## src/rtl/rope_pkg.sv

```systemverilog
// rope_pkg: shared types and widths for the rope collision arbiter.
// Used by rope_frame_latch and rope_collision_arbiter.
package rope_pkg;

    localparam int ROPES_DEFAULT = 6;
    localparam int LOCK_W        = 4;
    localparam int COOL_W        = 8;
    localparam int HCNT_W        = 8;

    typedef enum logic [1:0] {
        FREE     = 2'd0,
        ATTACHED = 2'd1,
        RELEASE  = 2'd2
    } rope_state_t;

    typedef logic signed [31:0] speed_t;

    typedef logic [ROPES_DEFAULT-1:0] rope_vec_t;

endpackage

```

## src/rtl/rope_frame_latch.sv

```systemverilog
// rope_frame_latch: sticky per-rope monkey/border hit flags for one frame.
// At startOfFrame the flags restart from that pixel's own overlap.
module rope_frame_latch
    import rope_pkg::*;
#(
    parameter int N = ROPES_DEFAULT
) (
    input  logic         clk,
    input  logic         resetN,
    input  logic         startOfFrame,
    input  logic         monkeyDR,
    input  logic         borderDR,
    input  logic [N-1:0] ropeDR,
    output logic [N-1:0] hitMonkey,
    output logic [N-1:0] hitBorder
);

    logic [N-1:0] pix_m;
    logic [N-1:0] pix_b;

    assign pix_m = {N{monkeyDR}} & ropeDR;
    assign pix_b = {N{borderDR}} & ropeDR;

    // Accumulate overlaps; the register value is the frame snapshot at SOF.
    always_ff @(posedge clk or negedge resetN) begin
        if (!resetN) begin
            hitMonkey <= '0;
            hitBorder <= '0;
        end else if (startOfFrame) begin
            hitMonkey <= pix_m;
            hitBorder <= pix_b;
        end else begin
            hitMonkey <= hitMonkey | pix_m;
            hitBorder <= hitBorder | pix_b;
        end
    end

endmodule

```

## src/rtl/rope_collision_arbiter.sv

```systemverilog
// rope_collision_arbiter: per-frame rope/monkey/border collision evaluation.
// Optional macro ROPE_HIT_COUNT_EN adds saturating per-rope hitCount outputs.
module rope_collision_arbiter
    import rope_pkg::*;
#(
    parameter int ROPES           = ROPES_DEFAULT,
    parameter int LOCKOUT_FRAMES  = 4,
    parameter int COOLDOWN_FRAMES = 8,
    localparam int IW = (ROPES > 1) ? $clog2(ROPES) : 1
) (
    input  logic                   clk,
    input  logic                   resetN,
    input  logic                   startOfFrame,
    input  logic                   monkeyDR,
    input  logic                   borderDR,
    input  logic [ROPES-1:0]       ropeDR,
    input  logic [ROPES-1:0][31:0] SIGNED_SPEEDS,
    input  logic                   jumpReq,
    output logic [ROPES-1:0]       dirToggle,
    output logic [ROPES-1:0]       monkeyCollision,
    output logic                   attached,
    output logic [IW-1:0]          attachedIdx,
    output speed_t                 carrySpeed
`ifdef ROPE_HIT_COUNT_EN
    ,
    output logic [ROPES-1:0][HCNT_W-1:0] hitCount
`endif
);

    logic [ROPES-1:0]             hit_m;
    logic [ROPES-1:0]             hit_b;
    logic                         jump_seen;
    rope_state_t                  state;
    rope_state_t                  state_nxt;
    logic [IW-1:0]                idx;
    logic [IW-1:0]                idx_nxt;
    logic [COOL_W-1:0]            cool;
    logic [COOL_W-1:0]            cool_nxt;
    logic [ROPES-1:0]             coll_nxt;
    logic [ROPES-1:0]             tog_nxt;
    logic [ROPES-1:0][LOCK_W-1:0] lock;
    logic                         any_hit;
    logic [IW-1:0]                first_idx;

    rope_frame_latch #(
        .N(ROPES)
    ) u_latch (
        .clk         (clk),
        .resetN      (resetN),
        .startOfFrame(startOfFrame),
        .monkeyDR    (monkeyDR),
        .borderDR    (borderDR),
        .ropeDR      (ropeDR),
        .hitMonkey   (hit_m),
        .hitBorder   (hit_b)
    );

    // Jump requests are sticky over the frame, like the hit flags.
    always_ff @(posedge clk or negedge resetN) begin
        if (!resetN) begin
            jump_seen <= 1'b0;
        end else if (startOfFrame) begin
            jump_seen <= jumpReq;
        end else begin
            jump_seen <= jump_seen | jumpReq;
        end
    end

    // Fixed priority: lowest-numbered rope touching the monkey wins.
    always_comb begin
        any_hit   = |hit_m;
        first_idx = '0;
        for (int i = ROPES - 1; i >= 0; i--) begin
            if (hit_m[i]) begin
                first_idx = IW'(i);
            end
        end
    end

    // Direction toggles are gated by each rope's lockout counter.
    always_comb begin
        tog_nxt = '0;
        for (int i = 0; i < ROPES; i++) begin
            tog_nxt[i] = startOfFrame & hit_b[i] & (lock[i] == '0);
        end
    end

    // Attach/release FSM: next state and collision pulses, SOF only.
    always_comb begin
        state_nxt = state;
        idx_nxt   = idx;
        cool_nxt  = cool;
        coll_nxt  = '0;
        if (startOfFrame) begin
            unique case (state)
                FREE: begin
                    if (any_hit) begin
                        state_nxt           = ATTACHED;
                        idx_nxt             = first_idx;
                        coll_nxt[first_idx] = 1'b1;
                    end
                end
                ATTACHED: begin
                    if (jump_seen) begin
                        state_nxt = RELEASE;
                        cool_nxt  = COOL_W'(COOLDOWN_FRAMES);
                    end else if (!hit_m[idx]) begin
                        state_nxt = FREE;
                    end else begin
                        coll_nxt[idx] = 1'b1;
                    end
                end
                RELEASE: begin
                    if (cool == '0) begin
                        state_nxt = FREE;
                    end else begin
                        cool_nxt = cool - COOL_W'(1);
                    end
                end
                default: begin
                    state_nxt = FREE;
                end
            endcase
        end
    end

    // FSM registers plus registered evaluation pulses and carried speed.
    always_ff @(posedge clk or negedge resetN) begin
        if (!resetN) begin
            state           <= FREE;
            idx             <= '0;
            cool            <= '0;
            dirToggle       <= '0;
            monkeyCollision <= '0;
            carrySpeed      <= '0;
        end else begin
            state           <= state_nxt;
            idx             <= idx_nxt;
            cool            <= cool_nxt;
            dirToggle       <= tog_nxt;
            monkeyCollision <= coll_nxt;
            if (state_nxt == ATTACHED) begin
                carrySpeed <= SIGNED_SPEEDS[idx_nxt];
            end else begin
                carrySpeed <= '0;
            end
        end
    end

    // Lockout counters: reload on toggle, else count down to zero per frame.
    always_ff @(posedge clk or negedge resetN) begin
        if (!resetN) begin
            lock <= '0;
        end else if (startOfFrame) begin
            for (int i = 0; i < ROPES; i++) begin
                if (tog_nxt[i]) begin
                    lock[i] <= LOCK_W'(LOCKOUT_FRAMES);
                end else if (lock[i] != '0) begin
                    lock[i] <= lock[i] - LOCK_W'(1);
                end
            end
        end
    end

`ifdef ROPE_HIT_COUNT_EN
    // Saturating per-rope monkey hit counters, advanced at each evaluation.
    always_ff @(posedge clk or negedge resetN) begin
        if (!resetN) begin
            hitCount <= '0;
        end else if (startOfFrame) begin
            for (int i = 0; i < ROPES; i++) begin
                if (hit_m[i] && (hitCount[i] != {HCNT_W{1'b1}})) begin
                    hitCount[i] <= hitCount[i] + HCNT_W'(1);
                end
            end
        end
    end
`endif

    assign attached    = (state == ATTACHED);
    assign attachedIdx = idx;

endmodule

```

## config.mk

```make
export PLATFORM = sky130hd
export DESIGN_NAME = rope_collision_arbiter
export DESIGN_NICKNAME = d
export VERILOG_FILES = /design/src/rtl/rope_pkg.sv /design/src/rtl/rope_frame_latch.sv /design/src/rtl/rope_collision_arbiter.sv
export SDC_FILE = /design/constraint.sdc
export NUM_CORES = 1
export LEC_CHECK = 0
export CORE_AREA = 3 3 126 128
export CTS_CLUSTER_SIZE = 10
export DETAILED_ROUTE_END_ITERATION = 6
export DIE_AREA = 0 0 129 131
export PLACE_DENSITY = 0.81
export SLEW_MARGIN = 20
export SYNTH_ARGS = -nofsm -noshare
export SYNTH_HDL_FRONTEND = slang
export SYNTH_SLANG_ARGS = --single-unit
```

## constraint.sdc

```tcl
create_clock -name clk -period 2.65 [get_ports clk]
set_input_delay 0.3975 -clock clk [delete_from_list [all_inputs] [get_ports clk]]
set_output_delay 0.3975 -clock clk [all_outputs]
set_load 0.005 [all_outputs]
```

==> impl_metrics.py <==
metrics = {
    "placement": {
        "dp.cells": 1142,
        "dp_hpwl_um": 16000,
        "gp_congestion": 0.864,
        "port-buffer-count": 251,
    },
    "power": {
        "vdd.ir_drop.worst_mv": 0.582,
        "p_per_area_mw_per_mm2": 918,
        "p_leak_nw": 4.42,
        "power_mw": 8.99,
    },
    "route": {
        "post_drt_wl_per_cell_um": 18.8,
        "drtAntennaViolNets": 0,
        "firstDrtPassIters": 5,
        "drtIter0Drc": 468,
        "postRouteWirelength_um": 21700,
        "drc": 0,
        "num_vias": 6541,
        "post_drt_via_cell_ratio": 5.65,
    },
    "sta": {
        "setup_tns_ps": 0,
        "fin_skew_ps": 10.7,
        "period_needed_ps": 2460,
        "fin_hold_ws_ps": -4.63,
        "hold_viol": 5,
        "setup_viol": 0,
        "min_period_over_period_pct": 92.9,
        "slew_violations": 0,
        "max_freq_mhz": 406,
        "relSlewSlack_pct": 39.2,
        "rsz0062_at_grt": "false",
        "worstMarginPinSlew_ps": 911,
    },
    "cts": {
        "cts_hold_buf": 0,
        "clockRootBuffer": "clkbuf_16",
        "clockBufferDepth": 2,
        "clk_pin_slew_ps": 60,
        "cts_made_buffers": 9,
        "clkLatencyLatePin_ps": 350,
        "cts_tree": "yes",
        "ctsResizeCount": 0,
        "htreeDepth": 3,
        "postCtsSetupBuffers": 0,
        "clock_sinks": 94,
    },
    "logic_synthesis": {
        "synth_ff_type": "dfrtp_1",
        "yosysMostFrequentCell": "nand2_1",
        "syn_area_mm2": 0.00665,
        "yosys-top-cells-area": "dfrtp_1, mux2i_1, and3_1",
        "synth_edf_count": 0,
        "ys_types": 56,
        "syn_inst": 730,
        "ys_seq_elements": 94,
        "synth-seq-area-share_pct": 35.4,
        "synth_top_area_cell": "dfrtp_1",
        "synth_top_area_share_pct": 35.4,
        "synthTopCellsByCount": "nand2_1, dfrtp_1, and3_1, mux2i_1, o21ai_0",
        "syn_avg_cell_area_um2": 9.11,
        "async_flop_share_pct": 100,
        "syn-num-nets": 951,
        "yosys_warnings": 0,
    },
    "finish": {
        "layout.cells.non_filler": 1158,
        "n_antenna_cell": 0,
        "num-nets-final": 1186,
        "area_growth_pct": 47.2,
        "drive_above_1_share_pct": 10.0,
    },
    "die": {
        "initial_core_util_pct": 44.4,
        "io_pins": 252,
        "die_x_um": 129,
        "fp.coreArea_mm2": 0.0150,
        "row_count": 45,
        "die-area_mm2": 0.0169,
        "dieHeight_um": 131,
    },
    "worst_setup_path": {
        "start_kind": "register",
        "endpoint_kind": "register",
        "critPathKind": "register to register",
        "critPathRequiredTime_ps": 2850,
        "cp.arrival_ps": 2670,
        "cp_max_fo": 27,
    },
    "global_routing": {
        "grt_max_degree": 52,
        "antenna_found_initial": 0,
        "grt-ovfl-total": 0,
        "grt_pass1_vias": 6283,
        "grt_pass1_wl_um": 32800,
        "groute.usage.overall_pct": 24.4,
    },
    "run": {
        "max-cap-violations": 0,
    },
    "min_path": {
        "min_path_type": "primary input to asynchronous set/reset pin",
    },
    "outcome": {
        "violations": "negative hold slack",
        "status": "complete, but fails checks",
    },
}
final timing paths:
| kind | endpoint | from | slack (ps) | cells past startpoint |
|---|---|---|---|---|
| min in group clk | cool[1] | cool[1] | 510 | 2 |
| worst min-delay path | lock[1] | resetN | -5 | 1 |
| worst min register to register | cool[1] | cool[1] | 510 | 2 |
| max in group asynchronous | carrySpeed[12] | resetN | 1950 | 2 |
| worst max register to register | carrySpeed[31] | u_latch.hitMonkey[4] | 190 | 7 |
| worst max-delay path | carrySpeed[31] | u_latch.hitMonkey[4] | 190 | 7 |
metrics by stage:
| stage | utilization, % | area, um2 | hold slack [ps] | setup slack (ps) |
|---|---|---|---|---|
| final | 65.4 | 9790 | -4.63 | 188 |
| after global routing | 65.4 | 9790 | 13.5 | 54.1 |
| after CTS | 65.4 | 9790 | 0.400 | 221 |
| after detailed placement | 63.2 | 9470 | 368 | 171 |
| after global placement | 63.2 | 9470 | 366 | 176 |
| after floorplan | - | 6650 | 102 | 406 |
per-layer routing:
| metal | track usage, % | share of wire (%) | vias to the layer above |
|---|---|---|---|
| met1 | 31.9 | 42 | 3079 |
| met2 | 40.2 | 49 | 250 |
| met5 | 0 | 0 | - |
| li1 | - | - | 3175 |
| met4 | 8.77 | 2.3 | 0 |
| met3 | 4.96 | 6.4 | 37 |
power breakdown:
part / internal (mW) / total (mW) / switching [mW]
Clock: 0.830 / 1.40 / 0.570
Sequential: 1.85 / 2.20 / 0.355
Combinational: 2.46 / 5.38 / 2.92
Total: 5.14 / 8.99 / 3.85
cell usage in the layout, fill, tap and decap left out, types with 2 or more instances in the layout:
cell type and instances:
a211oi_1 3, dfrtp_1 93, clkinv_2 2, mux2i_1 64
nor2_1 31, buf_12 8, nor2b_1 5, a211oi_2 29
and3_1 65, nor3_1 7, a32oi_2 2, a21o_1 4
clkdlybuf4s50_1 250, nand3b_1 2, o311ai_1 32, xor2_1 2
inv_6 2, ha_1 17, nand3_1 16, buf_4 22
o22a_1 32, nand4_1 2, a21oi_1 35, nor4_1 7
inv_1 35, a32o_1 3, o31ai_1 2, nand2_1 96
a22oi_1 9, inv_2 2, clkbuf_16 9, a22o_1 7
bufinv_16 2, nand2b_1 3, mux2_1 2, a32oi_1 2
mux2_2 7, o21ai_0 36
cell families after synthesis:
kind of cell | count (synthesis) | share of synthesized area (%)
fa+ha+maj | 17 | 3.20
compound gates | 211 | 25.8
flops | 94 | 35.4
xor+xnor | 3 | 0.395
mux | 73 | 11.2
buf+inv | 94 | 6.62
simple gates | 238 | 17.5
critical path, cell delays in order, from the launching register on:
cell,delay [ps]
dfrtp_1,440
nand2b_1,230
a221o_1,520
buf_12,260
a32oi_2,250
buf_4,300
o22a_1,230
a211oi_1,90
state kept, by name, indices dropped and copies added, names as in the netlist, 2 cells and up:
name               flops
state                  2
u_latch.hitMonkey      6
cool                   8
carrySpeed            32
attachedIdx            3
dirToggle              6
lock                  24
u_latch.hitBorder      6
monkeyCollision        6
layout make-up:
class | count | area [um2]
fillers | 1254 | 5180
clock inverters | 7 | 95.1
clock buffers | 9 | 225
multi-input cells | 542 | 3910
well taps | 188 | 235
repair buffers | 280 | 2830
flip-flops and latches | 94 | 2350
inverters | 38 | 143
(Power assumes the default switching activity.)
